**src/rtl/icache_ctrl.sv**
```systemverilog
// Direct-mapped instruction cache controller: 128-bit lines, blocking miss refill
// from a fixed-latency inst_mem, and saturating hit/miss counters.
module icache_ctrl #(
  parameter int unsigned LINES       = 16,
  parameter int unsigned MEM_LATENCY = 1
) (
  input  logic         clk,
  input  logic         reset,
  input  logic         pc_valid,
  input  logic [31:0]  pc,
  input  logic         flush,
  output logic [31:0]  inst,
  output logic         inst_valid,
  output logic         stall,
  output logic [31:0]  mem_address,
  input  logic [127:0] mem_dataline,
  output logic [31:0]  hit_count,
  output logic [31:0]  miss_count
);

  localparam int unsigned IDX   = $clog2(LINES);
  localparam int unsigned TAG_W = 28 - IDX;
  localparam int unsigned CNT_W = $clog2(MEM_LATENCY + 1);

  typedef enum logic {LOOKUP, MISS} state_t;

  state_t             state_q, state_d;
  logic [CNT_W-1:0]   cnt_q, cnt_d;
  logic [31:0]        mem_address_q, mem_address_d;
  logic [31:0]        hit_count_q, hit_count_d;
  logic [31:0]        miss_count_q, miss_count_d;
  logic [LINES-1:0]   valid_q, valid_d;
  logic [TAG_W-1:0]   tag_q  [LINES];
  logic [127:0]       data_q [LINES];
  logic               fill_en;

  logic [IDX-1:0]     req_idx, fill_idx;
  logic [TAG_W-1:0]   req_tag, fill_tag;
  logic [127:0]       hit_line;
  logic [31:0]        hit_word;
  logic               hit_c;
  logic               unused_c;

  assign req_idx  = pc[3+IDX:4];
  assign req_tag  = pc[31:4+IDX];
  assign fill_idx = mem_address_q[3+IDX:4];
  assign fill_tag = mem_address_q[31:4+IDX];
  assign hit_line = data_q[req_idx];
  assign hit_c    = valid_q[req_idx] && (tag_q[req_idx] == req_tag);
  assign unused_c = ^pc[1:0];

  assign mem_address = mem_address_q;
  assign hit_count   = hit_count_q;
  assign miss_count  = miss_count_q;

  // Word 0 sits in the MSBs of the line.
  always_comb begin
    hit_word = hit_line[127:96];
    case (pc[3:2])
      2'd0:    hit_word = hit_line[127:96];
      2'd1:    hit_word = hit_line[95:64];
      2'd2:    hit_word = hit_line[63:32];
      default: hit_word = hit_line[31:0];
    endcase
  end

  always_comb begin
    state_d       = state_q;
    cnt_d         = cnt_q;
    mem_address_d = mem_address_q;
    hit_count_d   = hit_count_q;
    miss_count_d  = miss_count_q;
    valid_d       = valid_q;
    fill_en       = 1'b0;
    inst          = 32'h0;
    inst_valid    = 1'b0;
    stall         = 1'b0;

    case (state_q)
      LOOKUP: begin
        if (flush) begin
          valid_d = '0;
          stall   = pc_valid;
        end else if (pc_valid) begin
          if (hit_c) begin
            inst        = hit_word;
            inst_valid  = 1'b1;
            hit_count_d = (hit_count_q != 32'hFFFF_FFFF) ? hit_count_q + 32'd1 : hit_count_q;
          end else begin
            stall         = 1'b1;
            mem_address_d = {pc[31:4], 4'b0000};
            cnt_d         = CNT_W'(MEM_LATENCY);
            miss_count_d  = (miss_count_q != 32'hFFFF_FFFF) ? miss_count_q + 32'd1 : miss_count_q;
            state_d       = MISS;
          end
        end
      end
      MISS: begin
        stall = 1'b1;
        // A flush during refill drops the pending line entirely.
        if (flush) begin
          valid_d = '0;
          state_d = LOOKUP;
        end else if (cnt_q != '0) begin
          cnt_d = cnt_q - CNT_W'(1);
        end else begin
          fill_en           = 1'b1;
          valid_d[fill_idx] = 1'b1;
          state_d           = LOOKUP;
        end
      end
      default: state_d = LOOKUP;
    endcase

    if (reset) begin
      inst       = 32'h0;
      inst_valid = 1'b0;
      stall      = 1'b0;
    end
  end

  always_ff @(posedge clk or posedge reset) begin
    if (reset) begin
      state_q       <= LOOKUP;
      cnt_q         <= '0;
      mem_address_q <= 32'h0;
      hit_count_q   <= 32'h0;
      miss_count_q  <= 32'h0;
      valid_q       <= '0;
    end else begin
      state_q       <= state_d;
      cnt_q         <= cnt_d;
      mem_address_q <= mem_address_d;
      hit_count_q   <= hit_count_d;
      miss_count_q  <= miss_count_d;
      valid_q       <= valid_d;
    end
  end

  // Tag and data arrays need no reset; valid bits gate them.
  always_ff @(posedge clk) begin
    if (fill_en) begin
      tag_q[fill_idx]  <= fill_tag;
      data_q[fill_idx] <= mem_dataline;
    end
  end

endmodule

```
**config.mk**
```make
export PLATFORM = sky130hd
export DESIGN_NAME = icache_ctrl
export DESIGN_NICKNAME = d
export VERILOG_FILES = /design/src/rtl/icache_ctrl.sv
export SDC_FILE = /design/constraint.sdc
export NUM_CORES = 2
export LEC_CHECK = 0
export CAP_MARGIN = 20
export CORE_MARGIN = 2
export CORE_UTILIZATION = 61
export DETAILED_ROUTE_END_ITERATION = 8
export GPL_TIMING_DRIVEN = 0
export PLACE_DENSITY = 0.86
export SLEW_MARGIN = 5
export SYNTH_ARGS = -nofsm -noshare
export SYNTH_HDL_FRONTEND = slang
export SYNTH_SLANG_ARGS = --single-unit
```
**constraint.sdc**
```tcl
create_clock -name clk -period 16 [get_ports clk]
set_input_delay 4 -clock clk [delete_from_list [all_inputs] [get_ports clk]]
set_output_delay 4 -clock clk [all_outputs]
set_load 0.1 [all_outputs]
```
Word-level counts from Yosys, hierarchy flattened
Memories as Yosys holds them, arrays and structs flattened.
Cells that the tools add are included.
{"block": "word_totals", "register_bits": 110, "ram_bits": 2432, "input_bits": 164, "out_inout_bits": 130, "elab_cells": 76, "mem_count": 2}
{"name": "data_q", "words": 16, "width": 128, "rd": 1, "rd_clocked_by_memory_dff": 0, "wr": 1, "line": "34", "rtl": "logic [127:0] data_q [LINES];"}
{"name": "tag_q", "words": 16, "width": 24, "rd": 1, "rd_clocked_by_memory_dff": 0, "wr": 1, "line": "33", "rtl": "logic [TAG_W-1:0] tag_q [LINES];"}
{"block": "op_classes", "n_addsub": 3, "n_lt_le_gt_ge": 3, "eq_ne": 11, "mux": 39, "bitwise_logic": 4, "reduce_logical": 8}
{"cell": "2-to-1 mux 32 bit", "count": 5}
{"cell": "case mux 32 bit (3 select lines)", "count": 1}
{"cell": "adder 32 x 1 -> 32 bit (second input constant)", "count": 2}
{"cell": "!= test 32 bit (second input constant)", "count": 2}
{"cell": "2-to-1 mux 16 bit", "count": 3}
{"cell": "case mux 16 bit (2 select lines)", "count": 1}
{"cell": "equality test 24 bit", "count": 1}
{"cell": "2-to-1 mux 1 bit", "count": 24}
{"cell": "OR 16 bit", "count": 1}
{"cell": "< comparator 4 x 5 -> 1 bit (second input constant)", "count": 2}
{"cell": "!= test 2 bit (second input constant)", "count": 5}
{"cell": "AND reduction 5 bit", "count": 2}
{"cell": "AND reduction 4 bit", "count": 2}
{"cell": "case mux 1 bit (2 select lines)", "count": 3}
{"cell": "binary-select mux 1 bit (select 4 bit)", "count": 1}
{"cell": "demux 1 bit (select 4 bit)", "count": 1}
{"cell": ">= comparator 4 x 1 -> 1 bit (second input constant)", "count": 1}
{"cell": "!= test 3 bit (second input constant)", "count": 1}
{"cell": "NOT 1 bit", "count": 3}
{"cell": "equality test 2 x 1 -> 1 bit (second input constant)", "count": 1}
{"cell": "equality test 2 bit (second input constant)", "count": 1}
{"cell": "logical AND 1 bit", "count": 2}
{"cell": "logical NOT 2 bit", "count": 1}
{"cell": "AND reduction 2 bit", "count": 1}
{"cell": "subtractor 1 bit (second input constant)", "count": 1}

Logic depth before layout (Yosys ltp)
{"block": "logic_depth", "depth_word": 8, "ltp_mapped": 16, "mapped_depth_nobuf": 9}

Worst setup path after synthesis
No wires, ideal clock.
{"block": "synth_timing", "path_kind": "input-to-reg", "startpoint": "input flush", "endpoint": "memory data_q[0][0], enable pin", "setup_time_ns": 0.852, "t_arrival_ns": 15.129, "slack_ns": 0.019, "cell_stages": 5, "path_buffers": 1, "path_cell_list": "clkbuf_1 inv_1 nand2_1 or4_1 nor3_1"}
{"block": "synth_via", "elab_chain_len": 4}
{"item": "from (decl)", "line": "11", "rtl": "input logic flush,"}
{"item": "2-to-1 mux 1 bit", "line": "101", "rtl": "if (flush) begin"}
{"item": "2-to-1 mux 1 bit", "line": "79", "rtl": "case (state_q)"}
{"item": "2-to-1 mux 1 bit", "line": "142", "rtl": "if (fill_en) begin"}
{"item": "2-to-1 mux 1 bit (not written as such)", "line": "144", "rtl": "data_q[fill_idx] <= mem_dataline;"}
{"item": "to (decl)", "line": "34"}
Every way passes these cells.

Final worst setup path
{"block": "layout_timing", "startpoint": "input pc[7]", "endpoint": "output inst[15]"}
{"block": "layout_via", "elab_chain_len": 8, "elab_cells_between_ends": 12, "classes_between": "1 x eq/ne; 8 x mux; 1 x reduce/logical; 2 x memory"}
{"item": "from (decl)", "line": "10", "rtl": "input logic [31:0] pc,"}
{"item": "memory read (16 x 24 bit) or binary-select mux 1 bit (select 4 bit) (tied branches)"}
{"item": "equality test 24 bit or 2-to-1 mux 1 bit (tied branches)", "line": "49", "rtl": "assign hit_c = valid_q[req_idx] && (tag_q[req_idx] == req_tag);"}
{"item": "logical AND 1 bit", "line": "49"}
{"item": "2-to-1 mux 32 bit *", "line": "85", "rtl": "if (hit_c) begin"}
{"item": "2-to-1 mux 32 bit *", "line": "84", "rtl": "end else if (pc_valid) begin"}
{"item": "2-to-1 mux 32 bit *", "line": "81", "rtl": "if (flush) begin"}
{"item": "2-to-1 mux 32 bit *", "line": "79"}
{"item": "2-to-1 mux 32 bit *", "line": "115", "rtl": "if (reset) begin"}
{"item": "to (decl)", "line": "12", "rtl": "output logic [31:0] inst,"}
Mark *: on every way between the ends. The rest lies on a longest branch, timed or not. The select of a mux whose other input is x is not followed.

==> metrics.md <==
| Metric | Value |
|---|---|
| Period utilization | 100% |
| Placed cell area | 107000 um2 |
| Maximum number of pins on one net before global-route repair | approximately 90 |
| Fin util | 71.2% |
| Cell Count, Final, Fillers Out | 7176 |
| Critical path class | in2out |
| Synth Register Bits | 2542 |
| CP Cell Sequence | clkdlybuf4s50_1, clkbuf_1, clkbuf_1, buf_1, clkbuf_2, clkbuf_1, clkbuf_1, clkbuf_1, a211oi_1, a211oi_2, clkdlybuf4s50_1 |
| Cell Area, Synth | 97900 um2 |
| Post-synth EDFFs | 2432 |
| Die Height | 405 um |
| Peak VDD IR | about 0.14 mV |
| Max-slew violation count | 0 |
| CTS tree | built |
| Power, Total | 14.1 mW |
| Area growth syn-to-layout | 16.4% |
| Vias per inst | 7.81 |
| Crit path largest cell delay | 1.24 ns |
| Bufs and invs on worst path | 9 |
| CTS clock-pin slew for the worst setup and hold paths | 0.06 ns |
| Clock latency on the worst-skew pair | about 0.92 ns |
| Post-CTS setup repair buffer count | 0 |
| Violated checks | max-capacitance violations, negative setup slack |
| Synth Area per Inst | 23.7 um2 |
| Initial antenna violation count | 59 |
| Number of global-route vias before repair | between 50000 and 60000 |
| Most common cell after layout, fill and taps aside | edfxtp_1 |
| Total leakage power | 36.4 nW |
| Port-buffer cells | 282 |
| Placed Cells | 6697 |
| P_sw | 3.44 mW |
| First-pass GRT wire length | about 430000 um |
| Power Density | 124 nW/um2 |
| Antenna Nets Post-Route | 0 |
| Dpl ws | roughly 0.71 ns |
| Core area | 160000 um2 |
| Min Tclk post-route | 16.03 ns |
| Num CTS Buffers | 226 |
| Post-synthesis sequential area ratio | between 70 and 80% |
| Setup ws final | -0.0324 ns |
| RSZ-0062 raised after global routing | false |
| Drt total wl | between 300000 and 400000 um |
| Sequential power share | 53.3% |
| Most frequent CP cell | clkbuf_1 |
| Skew final | around 0.056 ns |
| H-tree depth | 4 |
| Starting density of the core | around 61% |
| Hold_ws | 0.490 ns |
| YS warnings | 0 |
| Crit. End Element | primary output |
| Required time of the worst setup path | about 12 ns |
| Overall routing resource usage | 38.5% |
| Largest fanout on the critical path | 10 |
| Final Hold Fails | 0 |
| Hold Crit Class | reg2reg |
| Die width | approximately 400 um |
| Share of cells above drive strength 1 | 28.6% |
| Hold Buf Count CTS | 0 |
| Nets | 5016 |
| Clock Tree Root | clkbuf_16 |
| Cells after Synth | approximately 4100 |
| # setup viols final | 1 |
| DRT iter0 DRCs | ~13000 |
| Crit path max-delay cell type | clkdlybuf4s50_1 |
| Max-capacitance violation count | 1 |
| Commonest non-fill, non-tap cells in the layout | edfxtp_1 (2432), mux4_2 (728), clkdlybuf4s50_1 (282) |
| Die area | 164000 um2 |
| F_max | ~62 MHz |
| Dominant synthesized flop cell | edfxtp_1 |
| Num ports | 294 |
| Resize count post-CTS | 0 |
| CP top delay family | buffers and inverters |
| Per-cell routed wire length | 45.7 um |
| Crit path arrival time | 12.03 ns |
| Residual DRC count | 0 |
| Switching portion of total power | 24.4% |
| Relative slew slack | 0.273% |
| Logic pwr share | approximately 7.3% |
| FP Rows | 147 |
| Clock Sink Count | 2542 |
| Maximum buffer depth of the clock tree | 3 |
| Vias | 56035 |
| Clock share of power | 39.4% |
| Congestion Overflow GR | 0 |
| Final Cell Area | around 110000 um2 |
| Post-detail-place hpwl | between 150000 and 200000 um |
| Setup_tns | -0.0324 ns |
| Worst-Margin Slew | 1.50 ns |
| DRT Pass-1 Iters | 8 |
| Crit start category | input pin |
| Synth cell types | 61 |
| Int Power | 10.7 mW |
| Gpl congestion | roughly 0.86 |
| Status | complete, but fails checks |
| Async set-or-reset flop fraction in the synthesized netlist | 4.33% |
==> flip-flops by register name, indices dropped and copies added, names as in the netlist <==
| signal | cells |
|---|---|
| cnt_q | 1 |
| data_q | 2048 |
| hit_count | 32 |
| mem_address | 28 |
| miss_count | 32 |
| state_q | 1 |
| tag_q | 384 |
| valid_q | 16 |
==> cell usage after synthesis, drive strengths merged, types with 3 or more instances <==
master	instances	area [um2]
a21oi	9	45.0
a211oi	22	215
mux4	728	16400
a22o	5	43.8
a21o	3	22.5
mux2i	86	861
a22oi	13	113
and2	7	43.8
o22ai	15	93.8
clkbuf	96	360
xor2	37	324
buf	114	674
dfrtp	110	2750
edfxtp	2432	73000
a31oi	3	18.8
or3	5	31.3
o21ai	11	55.1
nor2b	41	257
and3	15	93.8
nor4	3	25.0
nand2	45	169
nand4	25	156
or4	3	26.3
mux2	49	552
nand3	37	190
nor3	34	170
xnor2	47	412
nor2	75	282
nand3b	9	67.6
a221oi	8	70.1
or2	5	31.3
and4	3	26.3
nand2b	9	56.3
inv	10	37.5
==> power groups by stage <==
stage	Sequential [mW]	Clock, mW	Combinational [mW]
after CTS	7.50	5.45	0.983
after detailed placement	7.64	0	0.947
final	7.51	5.56	1.03
after floorplan	7.77	0	0.402
after global routing	7.51	5.72	1.03
after global placement	7.64	0	0.879
==> worst register-to-register path: stages, from the launching register on <==
cell and delay (ns):
edfxtp_1 0.49, mux2i_1 0.29, o22ai_1 0.17, a211oi_2 0.93
o22ai_1 0.32, o31a_1 0.42, nor4_2 0.62, nand4_1 0.45
clkbuf_1 0.37, nor3_1 0.28, xnor2_1 0.16
==> path summary, 6_finish.rpt <==
path / slack (ns) / end / startpoint / cells past startpoint
min in group asynchronous: 3.49 / miss_count[9] / reset / 2
min: 0.49 / hit_count[19] / hit_count[19] / 1
min reg2reg: 0.49 / hit_count[19] / hit_count[19] / 1
max: -0.03 / inst[15] / pc[7] / 11
max reg2reg: 11.38 / hit_count[27] / tag_q[11][18] / 10
max in group asynchronous: 11.75 / hit_count[26] / reset / 3
==> layer usage <==
metal	wire [um]	vias up	global-route usage, %
li1	-	19156	-
met1	94500	27705	48.8
met2	151000	7267	59.1
met3	54000	1873	11.9
met4	28400	34	23.7
met5	246	-	0
==> layout make-up <==
| cell class | count | area, um2 |
|---|---|---|
| diodes | 52 | 130 |
| repair buffers | 484 | 6050 |
| well taps | 2086 | 2610 |
| fillers | 8076 | 46100 |
| multi-input cells | 1376 | 21200 |
| inverters | 10 | 42.5 |
| plain buffers | 210 | 1040 |
| clock inverters | 134 | 1130 |
| flip-flops and latches | 2542 | 75800 |
| clock buffers | 282 | 5980 |
==> logic make-up (layout without fill, tap and decap cells) <==
kind of cell	after synthesis	after routing	synth area share [%]
compound gates	102	102	0.826
other cells	1	56	0.00383
simple gates	321	321	1.70
mux	863	863	18.2
buf+inv	220	1120	1.10
xor+xnor	84	84	0.751
fa+ha+maj	2	2	0.0256
flops	2542	2542	77.4
No activity file was read; power rests on OpenSTA's default activity.
